===== config.mk =====
export PLATFORM = sky130hd
export DESIGN_NAME = btn_step_repeater
export DESIGN_NICKNAME = d
export VERILOG_FILES = /design/src/rtl/btn_step_repeater.sv
export SDC_FILE = /design/constraint.sdc
export NUM_CORES = 1
export LEC_CHECK = 0
export CAP_MARGIN = 10
export CELL_PAD_IN_SITES_DETAIL_PLACEMENT = 1
export CELL_PAD_IN_SITES_GLOBAL_PLACEMENT = 1
export CORE_ASPECT_RATIO = 1.25
export CORE_MARGIN = 2
export CORE_UTILIZATION = 46
export DETAILED_ROUTE_END_ITERATION = 12
export GPL_ROUTABILITY_DRIVEN = 0
export PLACE_DENSITY_LB_ADDON = 0.05
export SLEW_MARGIN = 10
export SYNTH_ARGS = -nofsm -noshare
export SYNTH_HDL_FRONTEND = slang
export SYNTH_SLANG_ARGS = --single-unit

===== constraint.sdc =====
create_clock -name FPGA_clk -period 2.8 [get_ports FPGA_clk]
set_input_delay 0.28 -clock FPGA_clk [delete_from_list [all_inputs] [get_ports FPGA_clk]]
set_output_delay 0.28 -clock FPGA_clk [all_outputs]
set_load 0.02 [all_outputs]

===== src/rtl/btn_step_repeater.sv =====
// Turns debounced increment/decrement button levels into one-cycle step pulses,
// with optional hold-to-repeat; conflicting or stale button states never step.
module btn_step_repeater #(
  parameter int unsigned HOLD_CYCLES   = 25_000_000,
  parameter int unsigned REPEAT_CYCLES = 5_000_000
) (
  input  logic FPGA_clk,
  input  logic rst,
  input  logic incr_lvl,
  input  logic decr_lvl,
  input  logic repeat_en,
  output logic incr_step,
  output logic decr_step,
  output logic busy
);

  localparam int unsigned MAX_CYCLES = (HOLD_CYCLES > REPEAT_CYCLES) ? HOLD_CYCLES : REPEAT_CYCLES;
  localparam int unsigned CNT_W      = $clog2(MAX_CYCLES);
  localparam logic [CNT_W-1:0] HOLD_LAST   = CNT_W'(HOLD_CYCLES - 1);
  localparam logic [CNT_W-1:0] REPEAT_LAST = CNT_W'(REPEAT_CYCLES - 1);

  typedef enum logic [1:0] {
    ST_RELEASE = 2'd0,
    ST_IDLE    = 2'd1,
    ST_HOLD    = 2'd2,
    ST_REPEAT  = 2'd3
  } state_e;

  state_e           state_q;
  logic [CNT_W-1:0] timer_q;
  logic             dir_q;
  logic             incr_step_q;
  logic             decr_step_q;
  logic             busy_q;

  logic             own_c;
  logic             other_c;
  logic [CNT_W-1:0] last_c;

  // dir_q = 0 tracks the increment button, 1 tracks the decrement button
  assign own_c   = dir_q ? decr_lvl : incr_lvl;
  assign other_c = dir_q ? incr_lvl : decr_lvl;
  assign last_c  = (state_q == ST_HOLD) ? HOLD_LAST : REPEAT_LAST;

  always_ff @(posedge FPGA_clk or negedge rst) begin
    if (!rst) begin
      state_q     <= ST_RELEASE;
      timer_q     <= '0;
      dir_q       <= 1'b0;
      incr_step_q <= 1'b0;
      decr_step_q <= 1'b0;
      busy_q      <= 1'b1;
    end else begin
      incr_step_q <= 1'b0;
      decr_step_q <= 1'b0;
      case (state_q)
        ST_RELEASE: begin
          if (!incr_lvl && !decr_lvl) begin
            state_q <= ST_IDLE;
            busy_q  <= 1'b0;
          end
        end
        ST_IDLE: begin
          if (incr_lvl && !decr_lvl) begin
            incr_step_q <= 1'b1;
            dir_q       <= 1'b0;
            timer_q     <= '0;
            state_q     <= ST_HOLD;
            busy_q      <= 1'b1;
          end else if (decr_lvl && !incr_lvl) begin
            decr_step_q <= 1'b1;
            dir_q       <= 1'b1;
            timer_q     <= '0;
            state_q     <= ST_HOLD;
            busy_q      <= 1'b1;
          end else if (incr_lvl && decr_lvl) begin
            state_q <= ST_RELEASE;
            busy_q  <= 1'b1;
          end
        end
        ST_HOLD, ST_REPEAT: begin
          // Conflict beats release, release beats any timing activity
          if (other_c) begin
            state_q <= ST_RELEASE;
            busy_q  <= 1'b1;
          end else if (!own_c) begin
            state_q <= ST_IDLE;
            busy_q  <= 1'b0;
          end else if (!repeat_en) begin
            timer_q <= '0;
          end else if (timer_q == last_c) begin
            incr_step_q <= ~dir_q;
            decr_step_q <= dir_q;
            timer_q     <= '0;
            state_q     <= ST_REPEAT;
          end else begin
            timer_q <= timer_q + CNT_W'(1);
          end
        end
        default: begin
          state_q <= ST_RELEASE;
          busy_q  <= 1'b1;
        end
      endcase
    end
  end

  assign incr_step = incr_step_q;
  assign decr_step = decr_step_q;
  assign busy      = busy_q;

endmodule


==> metrics.md <==
| Metric | Value |
|---|---|
| Status | finished clean |
| Crit path launch type | flip-flop |
| Crit Path Max Fanout | 15 |
| Setup bufs post-CTS | 0 |
| Power Density | 607 mW/mm² |
| Reg2reg start | state_q[0] |
| HP Class | input pin to async pin |
| Commonest non-fill, non-tap cell in the layout | dfrtp_1 |
| Final Setup Violations | 0 |
| Global-route wire length before repair | 7150 µm |
| Count of unique library cells instantiated by Yosys | between 40 and 50 |
| CTS max path bufs | 2 |
| Leak | 0.797 nW |
| Per-cell routed wire length | 16.6 µm |
| Dpl hpwl | 3050 µm |
| Setup crit end kind | flip-flop |
| Cell row count | 25 |
| Area of the multi-input gates | 968 µm² |
| Fillers | 436 |
| Drc violations | 0 |
| Clock Latency Late Sink | 280 ps |
| Slew Viols, Final | 0 |
| Crit path DAT | 2500 ps |
| Die area | 0.00446 mm² |
| Share of cells above drive strength 1 | 0.0690 |
| Final hold viol count | 0 |
| VDD IR max | 0.000352 V |
| Routed vias/inst | 5.86 |
| Grt ovf | 0 |
| Syn_area_per_cell | around 9.3 µm² |
| Slew margin rel. | 0.539 |
| Initial core utilization | 0.479 |
| Core footprint | 0.00378 mm² |
| CTS buffer count | 5 |
| Required @ worst endpoint | 2950 ps |
| Number of antenna violations at the first check in global routing | 0 |
| Synthesized area | 0.00181 mm² |
| Highest-count cells in the layout ignoring fill and taps | dfrtp_1 (30), nor2_1 (21), nand2_1 (19) |
| First DRT Iteration DRCs | 46 |
| CTS H-tree lvls | 2 |
| Clock Skew | 5.56 ps |
| Clk pwr share | 0.289 |
| Worst-path clk slew | 60 ps |
| NumNets Final | 213 |
| TNS Setup | 0 ps |
| #FFs+latches synth | 31 |
| Syn nets | 205 |
| Clock sink count | 31 |
| Area delta synth->final | 11.5% |
| I/O Pins | 8 |
| Vias in the first global route | 1,512 |
| CTS tree | built |
| Vert. Die Dim | 74.2 µm |
| Root buf cell | clkbuf_8 |
| Die Span X | between 60 and 70 µm |
| Sw power | 413 µW |
| Sequential power share | 0.447 |
| Total GRT Usage | 0.218 |
| Largest net degree at the start of global routing | 31 |
| Final min period | around 2300 ps |
| Non-Filler Instances | 257 |
| Measured slew at the worst slew-check pin | between 600 and 700 ps |
| Combinational power share | 0.265 |
| FF+latch area | ~800 µm² |
| RSZ-0062 raised after global routing | false |
| Port bufs | 7 |
| Total number of vias | between 1,500 and 2,000 |
| Sw Ratio | 0.337 |
| Post-synthesis sequential area ratio | 0.429 |
| Cts repair resizes | 0 |
| R2r endpoint | timer_q[12] |
| Syn Inst Count | 195 |
| Pint | 813 µW |
| DRT Pass-1 Iters | 4 |
| Final worst path period share | 0.839 |
| Synth warn | 0 |
| Placed cell count | 250 |
| Hold-fix buffers, CTS | 0 |
| Max Cap Violations | 0 |
| Register-to-Register Path Depth | 5 |
| Max Fclk | between 0.4 and 0.5 GHz |
| Pwr Total | 1.23 mW |
| ANT cells | 0 |
| Total wire length | 4260 µm |
| Antenna-violating nets left | 0 |
| Reg2reg setup slack | 450 ps |
| Crit Path Class | flip-flop to flip-flop |
-- sequential cells by signal (all words and copies together), names as in the netlist --
register	cells
busy	1
decr_step	1
dir_q	1
incr_step	1
state_q	2
timer_q	25
-- critical path, stage by stage (launching register included) --
cell and delay [ps]:
dfrtp_1 450, nand2b_1 200, or4_1 540, a211o_1 480, a21oi_4 450, nor2_1 100
-- power groups by stage --
stage	logic, mW	registers (mW)	clock network (mW)
finish	0.324	0.548	0.354
global route	0.365	0.559	0.380
CTS	0.331	0.548	0.364
detailed placement	0.331	0.557	0
global placement	0.318	0.552	0
floorplan	0.226	0.547	0
-- stage by stage --
step / cell area [µm²] / util / hold slack (ps) / setup WS (ps)
after floorplan: 1810 / - / -15.6 / 778
after global placement: 1930 / 0.511 / 521 / 340
after detailed placement: 1930 / 0.511 / 535 / 167
after CTS: 2020 / 0.534 / 450 / 430
after global routing: 2020 / 0.534 / 462 / 260
final: 2020 / 0.534 / 416 / 450
-- area by class of cell --
class                           count  share of cell area
Clock buffer                        6              0.0409
Inverter                            6              0.0111
Multi-Input combinational cell    150               0.479
Clock inverter                      1             0.00248
Timing Repair Buffer                9              0.0483
Sequential cell                    31               0.385
Tap cell                           54              0.0334
-- layer usage --
| metal | vias to the layer above | routed length [µm] | track usage |
|---|---|---|---|
| li1 | 734 | - | - |
| met1 | 753 | 1840 | 0.259 |
| met2 | 14 | 2250 | 0.391 |
| met3 | 5 | 104 | 0.0417 |
| met4 | 0 | 60 | 0.0667 |
| met5 | - | 0 | 0 |
-- Yosys cell counts --
master	instances	area share
a211o_1	2	0.0097
a211oi_1	1	0.0041
a21oi_1	3	0.0083
a21oi_4	1	0.0090
a221o_1	1	0.0055
a31oi_1	2	0.0069
and2_1	1	0.0035
and2b_1	1	0.0041
and3_1	1	0.0035
and4_1	5	0.024
and4b_1	1	0.0055
buf_2	3	0.0083
buf_6	2	0.012
clkbuf_1	3	0.0062
dfrtp_1	30	0.41
dfstp_2	1	0.015
ha_1	5	0.035
inv_1	6	0.012
nand2_1	19	0.039
nand2b_1	3	0.010
nand3_1	10	0.028
nand3b_1	2	0.0083
nand4_1	9	0.031
nand4b_1	1	0.0048
nor2_1	21	0.044
nor2_2	2	0.0069
nor2b_1	2	0.0069
nor3_1	4	0.011
nor3b_1	3	0.012
nor4_1	5	0.017
nor4b_1	5	0.024
nor4bb_1	3	0.017
o21ai_0	9	0.025
o311ai_0	3	0.015
o31a_1	1	0.0048
o31ai_1	3	0.012
o41ai_1	1	0.0048
or3_1	2	0.0069
or4_1	4	0.017
xnor2_1	12	0.058
xor2_1	2	0.0097
-- how the worst max path moves through the flow --
stage / from / to / slack [ps] / cells after the start
final: state_q[0] / timer_q[12] / 450 / 5
after global routing: state_q[1] / timer_q[14] / 260 / 5
after CTS: state_q[0] / timer_q[16] / 430 / 5
after detailed placement: decr_lvl / timer_q[9] / 170 / 9
after global placement: decr_lvl / timer_q[13] / 340 / 9
after floorplan: state_q[0] / timer_q[13] / 780 / 7
-- cell families (layout without fill, tap and decap cells) --
logic type	count (synthesis)	after routing	share of synthesized area
buffers and inverters	14	22	0.0394
AOI/OAI and AO/OA	27	27	0.105
DFF	31	31	0.429
xor gates and xnor gates	14	14	0.0677
and+or+nand+nor	104	104	0.325
adders and majority gates	5	5	0.0345
Note: power is estimated with default switching activity, not from simulation.
